--- src/rtl/axi_addr_slice_pkg.sv ---
// Shared types and constants for the AXI address-channel register slice.
package axi_addr_slice_pkg;

  localparam int unsigned ADDR_W_DEF = 32;
  localparam int unsigned CNT_W      = 32;

  typedef enum logic [1:0] {
    ST_EMPTY = 2'd0,
    ST_ONE   = 2'd1,
    ST_FULL  = 2'd2
  } skid_state_e;

endpackage

--- src/rtl/axi_addr_skid.sv ---
// Single-channel two-entry skid buffer (main + skid) with registered valid/ready.
// Optional m-handshake counter enabled by AXI_ADDR_SLICE_STATS_EN.
module axi_addr_skid
  import axi_addr_slice_pkg::*;
#(
  parameter int unsigned DATA_W = ADDR_W_DEF
) (
  input  logic              clk,
  input  logic              rst_n,
  input  logic [DATA_W-1:0] s_data,
  input  logic              s_valid,
  output logic              s_ready,
  output logic [DATA_W-1:0] m_data,
  output logic              m_valid,
  input  logic              m_ready
`ifdef AXI_ADDR_SLICE_STATS_EN
  ,
  output logic [CNT_W-1:0]  xfer_cnt
`endif
);

  skid_state_e       state_q, state_d;
  logic              s_ready_q, s_ready_d;
  logic              m_valid_q, m_valid_d;
  logic [DATA_W-1:0] main_q, main_d;
  logic [DATA_W-1:0] skid_q, skid_d;
  logic              s_hs;
  logic              m_hs;

  assign s_hs = s_valid & s_ready_q;
  assign m_hs = m_valid_q & m_ready;

  // State register
  always_ff @(posedge clk or negedge rst_n) begin
    if (!rst_n) begin
      state_q <= ST_EMPTY;
    end else begin
      state_q <= state_d;
    end
  end

  // Next-state logic
  always_comb begin
    state_d = state_q;
    case (state_q)
      ST_EMPTY: begin
        if (s_hs) state_d = ST_ONE;
      end
      ST_ONE: begin
        if (s_hs && !m_hs)      state_d = ST_FULL;
        else if (!s_hs && m_hs) state_d = ST_EMPTY;
      end
      ST_FULL: begin
        if (m_hs) state_d = ST_ONE;
      end
      default: state_d = ST_EMPTY;
    endcase
  end

  // Output and datapath next values; ready/valid follow the next state
  always_comb begin
    s_ready_d = (state_d != ST_FULL);
    m_valid_d = (state_d != ST_EMPTY);
    main_d    = main_q;
    skid_d    = skid_q;
    case (state_q)
      ST_EMPTY: begin
        if (s_hs) main_d = s_data;
      end
      ST_ONE: begin
        if (s_hs && m_hs) main_d = s_data;
        else if (s_hs)    skid_d = s_data;
      end
      ST_FULL: begin
        if (m_hs) begin
          main_d = skid_q;
          skid_d = '0;
        end
      end
      default: begin
        main_d = '0;
        skid_d = '0;
      end
    endcase
  end

  // Registered outputs and payload storage
  always_ff @(posedge clk or negedge rst_n) begin
    if (!rst_n) begin
      s_ready_q <= 1'b0;
      m_valid_q <= 1'b0;
      main_q    <= '0;
      skid_q    <= '0;
    end else begin
      s_ready_q <= s_ready_d;
      m_valid_q <= m_valid_d;
      main_q    <= main_d;
      skid_q    <= skid_d;
    end
  end

  assign s_ready = s_ready_q;
  assign m_valid = m_valid_q;
  assign m_data  = main_q;

`ifdef AXI_ADDR_SLICE_STATS_EN
  logic [CNT_W-1:0] cnt_q, cnt_d;

  // Downstream transfer counter, wraps naturally
  always_comb begin
    cnt_d = cnt_q;
    if (m_hs) cnt_d = cnt_q + CNT_W'(1);
  end

  always_ff @(posedge clk or negedge rst_n) begin
    if (!rst_n) begin
      cnt_q <= '0;
    end else begin
      cnt_q <= cnt_d;
    end
  end

  assign xfer_cnt = cnt_q;
`endif

endmodule

--- src/rtl/axi_addr_slice.sv ---
// AXI AW/AR address register slice: two independent skid-buffer channels.
// Optional per-channel transfer counters enabled by AXI_ADDR_SLICE_STATS_EN.
module axi_addr_slice
  import axi_addr_slice_pkg::*;
#(
  parameter int unsigned ADDR_W = ADDR_W_DEF
) (
  input  logic              clk,
  input  logic              rst_n,
  input  logic [ADDR_W-1:0] s_axi_awaddr,
  input  logic              s_axi_awvalid,
  output logic              s_axi_awready,
  input  logic [ADDR_W-1:0] s_axi_araddr,
  input  logic              s_axi_arvalid,
  output logic              s_axi_arready,
  output logic [ADDR_W-1:0] m_axi_awaddr,
  output logic              m_axi_awvalid,
  input  logic              m_axi_awready,
  output logic [ADDR_W-1:0] m_axi_araddr,
  output logic              m_axi_arvalid,
  input  logic              m_axi_arready
`ifdef AXI_ADDR_SLICE_STATS_EN
  ,
  output logic [CNT_W-1:0]  aw_xfer_cnt,
  output logic [CNT_W-1:0]  ar_xfer_cnt
`endif
);

  axi_addr_skid #(
    .DATA_W (ADDR_W)
  ) u_aw_skid (
    .clk      (clk),
    .rst_n    (rst_n),
    .s_data   (s_axi_awaddr),
    .s_valid  (s_axi_awvalid),
    .s_ready  (s_axi_awready),
    .m_data   (m_axi_awaddr),
    .m_valid  (m_axi_awvalid),
    .m_ready  (m_axi_awready)
`ifdef AXI_ADDR_SLICE_STATS_EN
    ,
    .xfer_cnt (aw_xfer_cnt)
`endif
  );

  axi_addr_skid #(
    .DATA_W (ADDR_W)
  ) u_ar_skid (
    .clk      (clk),
    .rst_n    (rst_n),
    .s_data   (s_axi_araddr),
    .s_valid  (s_axi_arvalid),
    .s_ready  (s_axi_arready),
    .m_data   (m_axi_araddr),
    .m_valid  (m_axi_arvalid),
    .m_ready  (m_axi_arready)
`ifdef AXI_ADDR_SLICE_STATS_EN
    ,
    .xfer_cnt (ar_xfer_cnt)
`endif
  );

endmodule

--- config.mk ---
export PLATFORM = sky130hd
export DESIGN_NAME = axi_addr_slice
export DESIGN_NICKNAME = d
export VERILOG_FILES = /design/src/rtl/axi_addr_slice_pkg.sv /design/src/rtl/axi_addr_skid.sv /design/src/rtl/axi_addr_slice.sv
export SDC_FILE = /design/constraint.sdc
export NUM_CORES = 1
export LEC_CHECK = 0
export CORE_MARGIN = 2
export CORE_UTILIZATION = 48
export CTS_BUF_LIST = sky130_fd_sc_hd__clkbuf_4
export DETAILED_ROUTE_END_ITERATION = 10
export PLACE_DENSITY = 0.77
export SLEW_MARGIN = 30
export SYNTH_ARGS = -nofsm -noshare
export SYNTH_HDL_FRONTEND = slang
export SYNTH_SLANG_ARGS = --single-unit
--- constraint.sdc ---
create_clock -name clk -period 3.45 [get_ports clk]
set_input_delay 0.69 -clock clk [delete_from_list [all_inputs] [get_ports clk]]
set_output_delay 0.69 -clock clk [all_outputs]
set_load 0.01 [all_outputs]
# Yosys cells after proc, flatten, opt, wreduce, memory -nomap -nowiden

Index checks and enable logic that the tools add are counted.
W data, S select, Z words.

Eq/ne operators: 16
Bitwise operators: 6
Reduce and logical (&&, ||, !) cells: 18
Mux-type cells: 24

Operators with widths:

| cell                 | number |
|---|---|
| $pmux W32 S3         | 4 |
| $mux W32             | 10 |
| $mux W2              | 8 |
| $ne A2 B1 Y1 const B | 8 |
| $pmux W2 S3          | 2 |
| $ne A2 B2 Y1 const B | 4 |
| $reduce_and A4 Y1    | 2 |
| $logic_and A1 B1 Y1  | 6 |
| $reduce_and A3 Y1    | 2 |
| $and A1 B1 Y1        | 4 |
| $eq A2 B1 Y1 const B | 2 |
| $eq A2 B2 Y1 const B | 2 |
| $logic_not A1 Y1     | 4 |
| $logic_not A2 Y1     | 2 |
| $reduce_bool A2 Y1   | 2 |
| $not A1 Y1           | 2 |

Input port bits: 70
Output and inout port bits: 68
Flip-flop bits (word level): 136

# Longest topological paths before layout

Gate-level depths: netlist of run 1.

Word-level depth: 7
Depth in mapped cells: 7
Mapped depth without buffers: 4

# Modules after synthesis

From an unflattened synthesis of run 1, not the netlist that was laid out.

Cells, all modules: 530
Area total of the unflattened synthesis: 6113.4 um^2

Modules (own cells, without submodules):

| module        | cells each | sequential area each (um^2) | area an instance (um^2) | instances |
|---|---|---|---|---|
| axi_addr_skid | 265        | 1701.6                      | 3056.7                  | 2 |

# Least setup slack after synthesis of run 1

OpenSTA, ideal clock, no wires.

Path type: input -> register
Start: input m_axi_arready
End: register u_ar_skid.main_q[10] (netlist: u_ar_skid.m_data[10])
Required time: 3.325 ns
Setup time: 0.125 ns
Slack: 1.637 ns
Stages: 5
Arrival: 1.688 ns
Cell sequence: and2_1 -> o21ai_0 -> o31a_4 -> buf_6 -> mux2_4

Cells in the longest elaborated chain, start to end: 4

RTL lines:

| element                              | RTL line             | RTL |
|---|---|---|
| from (decl)                          | axi_addr_slice.sv:21 | `input logic m_axi_arready` |
| $and A1 B1 Y1 *                      | axi_addr_skid.sv:31  | `assign m_hs = m_valid_q & m_ready;` |
| $logic_and A1 B1 Y1                  | axi_addr_skid.sv:71  | `if (s_hs && m_hs) main_d = s_data;` |
| $ne A2 B1 Y1 (no source line)        | --                   |  |
| $reduce_and A3 Y1 (no source line) * | --                   |  |
| to (signal assigned)                 | axi_addr_skid.sv:97  | `main_q <= main_d;` |
| to (decl)                            | axi_addr_skid.sv:25  | `logic [DATA_W-1:0] main_q, main_d;` |

Mark *: on every way between the ends. The rest lies on a longest branch, timed or not.
A chain may end at the register's enable or synchronous reset.

# Final worst setup path of run 1

Start: register u_ar_skid.s_ready_q (netlist: u_ar_skid.s_ready)
End: output s_axi_arready

RTL lines:

| element                | RTL line             | RTL |
|---|---|---|
| from (decl)            | axi_addr_skid.sv:23  | `logic s_ready_q, s_ready_d;` |
| from (signal assigned) | axi_addr_skid.sv:95  | `s_ready_q <= s_ready_d;` |
| to (decl)              | axi_addr_slice.sv:15 | `output logic s_axi_arready,` |

No word-level cell between the ends.

==> impl_metrics.toml, run 1 <==
[setup_path]
cp_max_fo = 4
crit_path_cell_trace = "clkdlybuf4s50_1"
worstSetupPathType = "flop to output port"
cp_top_family = "buffers and inverters"
r2r_setup_slack_ns = 1.51
cp_num_buf_inv = 1
worstPathArrival_ns = 1.52
slowest_stage = "clkdlybuf4s50_1"
start_kind = "flop"
cp.required_ns = 2.76
rr_endpoint = "u_ar_skid.m_data[0]$_DFFE_PN0P_"
slowest_delay_ns = 0.56
r2r_start = "u_ar_skid.m_valid$_DFF_PN0_"
crit_path_end_kind = "output port"
reg2regPathDepth = 4

[detailed_routing]
drt_wl_total_mm = 13.9
viasPerCell = 5.24
drt-pass1-iter-count = 4
drtIter0Drc = 353
wire_per_inst_um = 16.4
vias = 4417
drc = 0
antenna_left = 0

[sta]
whs_ns = 0.110
min_period_ns = 2.21
worst_slew_pin_slew_ns = 0.651
drv_slew = 0
finalClockSkew_ns = 0.0136
maxSlewHeadroom_pct = 56.5
setup_violations = 0
hold_viol = 0
layout_worst_path_cycle_share_pct = 63.9
max_freq_mhz = 453
worst_slack_ns = 1.24
rsz0062_at_grt = "false"
tns_ns = 0

[pwr]
peakVddDrop_mv = 0.480
p_leak_nw = 3.51
power_mw = 6.69
powerDensity_nw_per_um2 = 864

[finish]
drive_gt1_share_pct = 12.3
nFillCells = 942
multiInputGateArea_um2 = 2360
fin_nets = 732
syn2layout_area_growth_pct = 30.5
final_core_util_pct = 64.2
final_cell_area_um2 = 7740
num_antenna_cells = 0
final_cells = 843
seq_area_um2 = 3400

[clock_network]
root_buffer = "clkbuf_4"
insertion_delay_ns = 0.54
cts_tree = "done"
clk_pin_slew_ns = 0.12
clock_path_buffers = 2
holdBufCountCts = 0
cts_num_sinks = 136
cts_resized = 0
cts_setup_buffers = 0
h-tree-depth = 4
cts_made_buffers = 17

[place]
gp_congestion = 0.880
hpwl_mm = 9.35
pre_cts_slack_ns = 0.818
portBuffers = 137
placed_cells = 811
post_dp_cell_area_um2 = 7420

[status]
outcome = "complete, no violations"

[synthesis]
yosysMostFrequentCell = "dfrtp_1"
ys_types = 32
yosysTopAreaCell = "dfrtp_1"
synth-warning-count = 0
synth_top_cells_by_count = "136 x dfrtp_1, 134 x nand2_1, 64 x o2bb2ai_1"
synth_seq_cells = 136
synthCells = 533
synth_top_cell_area_share_pct = 57.4
syn_area_per_cell_um2 = 11.1
ys_top_cells_by_area = "dfrtp_1 57%, o2bb2ai_1 9.4%, nand2_1 8.5%, mux2_4 7.6%, a21boi_0 4.0%"
async_flop_share_pct = 100
synth_flop_cell = "dfrtp_1"
synth-edff-count = 0
syn_nets = 603
seq_area_frac_synth_pct = 57.4
synth_area_um2 = 5930

[global_routing]
top_usage_layer = "met2"
grt_use_total_pct = 22.4
grt_pass1_wl_mm = 23.0
met1_usage_pct = 29.5
grt_overflow = 0
grt_util_met2_pct = 35.8
antenna_found_initial = 0
grt_max_degree = 70
grt_pass1_vias = 4508
grt_use_met3_pct = 6.22

[die]
start_util_pct = 49.2
pin_count = 138
die_x_um = 115
dieArea_um2 = 13300
fp-row-count = 40
core_area_um2 = 12100
die_h_um = 115

[run]
maxCapViolCount = 0

[worst_hold_path]
hold_class = "primary input to asynchronous set/reset pin"
==> flip-flops by register name, indices dropped and copies added (netlist names) <==
register and cells:
u_ar_skid.m_valid 1, u_ar_skid.skid_q 32, u_ar_skid.state_q 2, u_aw_skid.skid_q 32, u_ar_skid.m_data 32, u_aw_skid.m_data 32, u_aw_skid.m_valid 1, u_aw_skid.s_ready 1
u_aw_skid.state_q 2, u_ar_skid.s_ready 1
==> layout by cell type, fill, tap and decap left out, types with 2 or more instances in the layout <==
cell,Yosys,layout
nand2_1,134,134
clkbuf_4,0,17
nor2_1,4,4
nand2b_1,32,32
clkinvlp_4,0,3
mux2_4,30,30
and2_1,3,3
dfrtp_1,136,136
a21oi_1,4,4
clkdlybuf4s50_1,0,136
bufinv_16,0,4
o2bb2ai_1,64,64
o21ai_0,27,27
clkinv_1,0,2
o21ai_1,11,10
buf_4,0,10
clkinv_2,0,5
a21boi_0,32,32
mux2_2,3,3
==> report_power, final <==
group / switching (mW) / internal [mW] / total, mW
clock network: 0.586 / 0.563 / 1.15
logic: 1.33 / 1.57 / 2.90
registers: 0.404 / 2.24 / 2.65
==> worst max-delay path by stage <==
stage / to / start / depth (start not counted) / slack, ns
floorplan: u_ar_skid.m_data[10]$_DFFE_PN0P_ / m_axi_arready / 5 / 1.64
global placement: u_ar_skid.m_data[0]$_DFFE_PN0P_ / m_axi_arready / 5 / 0.87
detailed placement: u_ar_skid.m_data[0]$_DFFE_PN0P_ / m_axi_arready / 5 / 0.82
CTS: u_aw_skid.m_data[9]$_DFFE_PN0P_ / u_aw_skid.state_q[1]$_DFF_PN0_ / 3 / 1.08
global route: s_axi_arready / u_ar_skid.s_ready$_DFF_PN0_ / 1 / 1.17
finish: s_axi_arready / u_ar_skid.s_ready$_DFF_PN0_ / 1 / 1.24
==> metal layers <==
layer  vias up  part of all wire, %
met2       131                   48
met4         0                  1.5
met3        21                  5.5
met5         -                    0
li1       2110                    -
met1      2155                   45
==> kinds of logic (layout without fill, tap and decap cells) <==
logic type      after synthesis  count (layout)  synth area share [%]
buf+inv                      39             181                  3.18
flops                       136             136                  57.4
xor+xnor                      1               1                 0.148
simple gates                180             180                  13.2
mux                          33              33                  8.16
compound gates              144             144                  17.9
==> final cells by class <==
cell class,count,area share (%)
Inverter,2,0.0970
Clock inverter,15,2.38
Multi-Input combinational cell,358,30.5
Sequential cell,136,44.0
Timing Repair Buffer,147,18.7
Tap cell,168,2.71
Clock buffer,17,1.65
(Power assumes the default switching activity.)
==> run 2, diff against run 1 <==
CORE_UTILIZATION = 47   (was 48)
PLACE_DENSITY = 0.79   (was 0.77)
clock period = 2 ns   (was 3.45 ns; I/O delays follow)
==> run 2 against run 1 <==
  * Final cell count rose by 1.9%
  * Total power grew 78%
  * Sequential cell count is the same
  * Wire length fell by 1.2%
  * Final area increased by 2.8%
  * Critical path type unchanged
  * Count of clock-buffer cells in the layout increased by 4
  * Non-clock buffer count rose by 12
  * Register-to-register slack got worse by 1.1 ns
  * Global-route usage down 1.1 points
==> impl_metrics.toml, run 2 (synthesis results as in run 1) <==
[clock_network]
clk_pin_slew_ns = 0.11
h-tree-depth = 4
cts_made_buffers = 17
cts_setup_buffers = 0
insertion_delay_ns = 0.52
root_buffer = "clkbuf_4"
clock_path_buffers = 2
cts_tree = "done"
cts_num_sinks = 136
cts_resized = 0

[sta]
whs_ns = 0.321
setup_violations = 0
worst_slew_pin_slew_ns = 0.369
min_period_ns = 1.90
layout_worst_path_cycle_share_pct = 95.1
tns_ns = 0
drv_slew = 0
maxSlewHeadroom_pct = 75.4
max_freq_mhz = 526
rsz0062_at_grt = "false"
finalClockSkew_ns = 0.0125
hold_viol = 0

[place]
post_dp_cell_area_um2 = 7610
gp_congestion = 0.774
placed_cells = 826
hpwl_mm = 9.44
portBuffers = 137

[detailed_routing]
drc = 0
drt_wl_total_mm = 13.7
vias = 4457
drt-pass1-iter-count = 4
drtIter0Drc = 272
wire_per_inst_um = 15.9
viasPerCell = 5.19
antenna_left = 0

[pwr]
power_mw = 11.9
peakVddDrop_mv = 0.687
p_leak_nw = 3.63
powerDensity_nw_per_um2 = 1500

[die]
core_area_um2 = 12500
pin_count = 138
dieArea_um2 = 13500
die_h_um = 116
fp-row-count = 41
die_x_um = 116
start_util_pct = 47.6

[finish]
final_cell_area_um2 = 7960
final_cells = 859
nFillCells = 1015
syn2layout_area_growth_pct = 34.1
mostFrequentLayoutCells = "136 x clkdlybuf4s50_1, 136 x dfrtp_1, 134 x nand2_1"
drive_gt1_share_pct = 13.7
fin_nets = 744
num_antenna_cells = 0

[setup_path]
slowest_delay_ns = 0.57
cp_top_family = "buffers and inverters"
rr_endpoint = "u_ar_skid.m_data[31]$_DFFE_PN0P_"
cp-startpoint = "u_ar_skid.s_ready$_DFF_PN0_"
start_kind = "flop"
r2r_start = "u_ar_skid.m_valid$_DFF_PN0_"
crit_path_end = "s_axi_arready"
cp_num_buf_inv = 1
crit_path_end_kind = "output port"
reg2regPathDepth = 5
cp.required_ns = 1.60
cp_max_fo = 4
r2r_setup_slack_ns = 0.37
crit_path_cell_trace = "clkdlybuf4s50_1"
crit_cells = 1
worstSetupPathType = "flop to output port"
slowest_stage = "clkdlybuf4s50_1"
worstPathArrival_ns = 1.50

[status]
outcome = "complete, no violations"

[worst_hold_path]
hold_class = "primary input to asynchronous set/reset pin"

[global_routing]
grt_overflow = 0
grt_max_degree = 65
antenna_found_initial = 0
grt_pass1_wl_mm = 22.4
grt_use_total_pct = 21.3
grt_pass1_vias = 4490

[run]
maxCapViolCount = 0
[run 2: cell types whose count changed in the layout (fill, tap and decap cells not counted), sizes merged]
cell	before	now
buf	11	22
bufinv	4	5
clkbuf	17	21
clkinv	8	6
clkinvlp	3	0
dlygate4sd3	0	1
[run 2: worst reg2reg max path: stages, from the launching register on]
cell and delay [ns]:
dfrtp_1 0.41, and2_1 0.17, o21ai_0 0.20, o31a_4 0.23
buf_12 0.18, mux2_2 0.34
[run 2: power breakdown]
part | switching (mW) | leakage (nW) | internal [mW] | total [mW]
Sequential | 0.686 | 1.72 | 3.87 | 4.56
Combinational | 2.34 | 1.72 | 2.92 | 5.26
Clock | 0.946 | 0.186 | 1.16 | 2.10
[run 2: how the worst min path moves through the flow]
stage / cells past startpoint / slack (ns) / end / from
global placement: 1 / 0.32 / u_ar_skid.skid_q[3]$_DFFE_PN0P_ / rst_n
detailed placement: 1 / 0.32 / u_ar_skid.m_data[4]$_DFFE_PN0P_ / rst_n
floorplan: 0 / 0.10 / u_ar_skid.m_data[0]$_DFFE_PN0P_ / rst_n
finish: 2 / 0.32 / u_ar_skid.skid_q[3]$_DFFE_PN0P_ / rst_n
global route: 2 / 0.31 / u_ar_skid.skid_q[3]$_DFFE_PN0P_ / rst_n
CTS: 2 / 0.30 / u_ar_skid.m_data[31]$_DFFE_PN0P_ / rst_n
[run 2: stage by stage]
stage                     utilization [%]  setup slack [ns]
after floorplan                         -             0.431
after global placement               61.1           -0.0302
after detailed placement             61.1           -0.0456
after CTS                            63.8            0.0551
after global routing                 63.8           0.00286
final                                63.8            0.0990
[run 2: cell type report]
type | instances | area [µm²] | area share (%)
inverter | 2 | 7.51 | 0.0944
tap | 172 | 215 | 2.70
clock inverter | 11 | 178 | 2.23
clock buffer | 21 | 158 | 1.98
timing repair buffer | 159 | 1640 | 20.6
sequential | 136 | 3400 | 42.8
multi-input combinational | 358 | 2350 | 29.6
[run 2: routing by layer]
layer	vias to the layer above	global-route usage (%)	share of wire [%]
met2	123	33.9	47
met5	-	0	0
met1	2174	28.0	45
li1	2131	-	-
met4	0	8.65	2.6
met3	29	5.55	5.0
[run 2: timing repair]
item                                   in CTS  in global routing
endpoints found under the hold margin      33                  0
hold buffers                                1                  0
setup endpoints to repair                   0                  0
==> run 3, diff against run 2 <==
--- a/config.mk
+++ b/config.mk
@@ -6,4 +6,5 @@
 export NUM_CORES = 1
 export LEC_CHECK = 0
+export CORE_ASPECT_RATIO = 2
 export CORE_MARGIN = 2
 export CORE_UTILIZATION = 47
==> constraint.sdc (replaced) <==
create_clock -name clk -period 2 [get_ports clk]
set_input_delay 0.3 -clock clk [delete_from_list [all_inputs] [get_ports clk]]
set_output_delay 0.3 -clock clk [all_outputs]
set_load 0.01 [all_outputs]
==> run 3 against run 2 <==
  * Sequential power about the same
  * Sequential share of layout area up 0.32 points
  * Final area down 0.74%
  * Total power up 0.95%
  * Largest power group unchanged
  * Highest routed layer unchanged
==> impl_metrics.toml, run 3 (synthesis results as in run 1) <==
[place]
pre_cts_slack_ns = 0.0136
hpwl_mm = 9.80
placed_cells = 799
portBuffers = 137
gp_congestion = 0.776
post_dp_cell_area_um2 = 7520

[detailed_routing]
vias = 4530
antenna_left = 0
wl_met1_mm = 5.85
met2_length_mm = 7.54
highest_layer = "met4"
viasPerCell = 5.45
drt-pass1-iter-count = 4
dr_wl_met3_um = 616
drt_wl_total_mm = 14.2
wire_per_inst_um = 17.0
drc = 0
drtIter0Drc = 150

[sta]
worst_slew_pin_slew_ns = 0.536
setup_violations = 0
worst_slack_ns = 0.240
hold_viol = 0
drv_slew = 0
max_freq_mhz = 568
tns_ns = 0
min_period_ns = 1.76
rsz0062_at_grt = "false"
finalClockSkew_ns = 0.0191
layout_worst_path_cycle_share_pct = 88.0
maxSlewHeadroom_pct = 64.3

[setup_path]
cp_top_family = "buffers and inverters"
rr_endpoint = "u_ar_skid.m_data[0]$_DFFE_PN0P_"
worstPathArrival_ns = 1.46
crit_path_cell_trace = "clkdlybuf4s50_1"
slowest_stage = "clkdlybuf4s50_1"
slowest_delay_ns = 0.56
r2r_setup_slack_ns = 0.28
crit_path_end_kind = "output port"
crit_cells = 1
cp_num_buf_inv = 1
worstSetupPathType = "flop to output port"
cp.required_ns = 1.70
r2r_start = "u_ar_skid.m_valid$_DFF_PN0_"
cp_max_fo = 2
start_kind = "flop"
reg2regPathDepth = 5

[die]
dieArea_um2 = 13600
fp-row-count = 58
core_area_um2 = 12500
start_util_pct = 47.5
pin_count = 138
die_x_um = 83.4
die_h_um = 163

[clock_network]
cts_made_buffers = 17
cts_num_sinks = 136
root_buffer = "clkbuf_4"
cts_setup_buffers = 0
clock_path_buffers = 2
cts_tree = "done"
insertion_delay_ns = 0.50
clk_pin_slew_ns = 0.12
cts_resized = 0
h-tree-depth = 4

[status]
outcome = "complete, no violations"

[finish]
syn2layout_area_growth_pct = 33.1
final_cell_area_um2 = 7900
fin_nets = 739
num_antenna_cells = 0
final_cells = 831
drive_gt1_share_pct = 13.2
mostFrequentLayoutCells = "136 x clkdlybuf4s50_1, 136 x dfrtp_1, 134 x nand2_1"

[pwr]
p_sw_mw = 4.06
comb_power_share_pct = 43.2
power_mw = 12.0
peakVddDrop_mv = 0.925
intPower_mw = 7.98
p_sw_share_pct = 33.7
clkPwrFrac_pct = 18.9
powerDensity_nw_per_um2 = 1520
power_frac_seq_pct = 37.9
p_leak_nw = 3.59

[global_routing]
grt_pass1_wl_mm = 23.6
grt_use_total_pct = 21.7
grt_pass1_vias = 4814
grt_max_degree = 65
grt_overflow = 0
antenna_found_initial = 0

[worst_hold_path]
hold_class = "primary input to asynchronous set/reset pin"

[run]
maxCapViolCount = 0
## run 3: cell types whose count changed in the layout (fill, tap and decap cells not counted), sizes merged
| cell | previous run | this run |
|---|---|---|
| clkbuf | 21 | 19 |
| buf | 22 | 17 |
| inv | 2 | 3 |
| bufinv | 5 | 6 |
| clkinvlp | 0 | 4 |
| clkinv | 6 | 1 |
## run 3: what timing repair did
action / CTS / global route
hold buffers: 1 / 0
setup endpoints to repair: 0 / 0
hold endpoints to repair: 50 / 0
## run 3: worst max path at each step
stage          slack [ns]                                to                        startpoint
6_report             0.24                  m_axi_araddr[17]  u_ar_skid.m_data[17]$_DFFE_PN0P_
5_1_grt              0.14                  m_axi_awaddr[24]  u_aw_skid.m_data[24]$_DFFE_PN0P_
4_1_cts              0.16                   m_axi_awaddr[3]   u_aw_skid.m_data[3]$_DFFE_PN0P_
3_5_place_dp         0.01   u_ar_skid.m_data[0]$_DFFE_PN0P_                     m_axi_arready
3_3_place_gp         0.08  u_ar_skid.m_data[19]$_DFFE_PN0P_                     m_axi_arready
2_1_floorplan        0.43  u_ar_skid.m_data[10]$_DFFE_PN0P_       u_ar_skid.m_valid$_DFF_PN0_
## run 3: layout make-up
cell class                 instances  area [µm²]
fill                            1000        4580
sequential                       136        3400
multi-input combinational        358        2350
timing repair buffer             154        1580
clock inverter                    12         224
tap                              150         188
clock buffer                      19         143
inverter                           2        7.51
## run 3: per-layer routing
metal	GRT usage (%)	vias to the layer above
li1	-	2119
met1	26.2	2243
met2	38.1	155
met3	4.66	13
met4	7.77	0
met5	0	-
## run 3: per-stage QoR
| step | util (%) | hold WS (ns) |
|---|---|---|
| floorplan | - | 0.00441 |
| global placement | 60.3 | 0.288 |
| detailed placement | 60.3 | 0.300 |
| CTS | 63.3 | 0.270 |
| global route | 63.3 | 0.306 |
| finish | 63.3 | 0.314 |
## run 3: power by group through the flow
stage               combinational (mW)  clock (mW)  sequential, mW
finish                            5.20        2.27            4.57
CTS                               5.27        2.35            4.57
detailed placement                5.25           0            4.60
global route                      5.61        2.45            4.71
floorplan                         2.74           0            4.74
global placement                  5.05           0            4.55
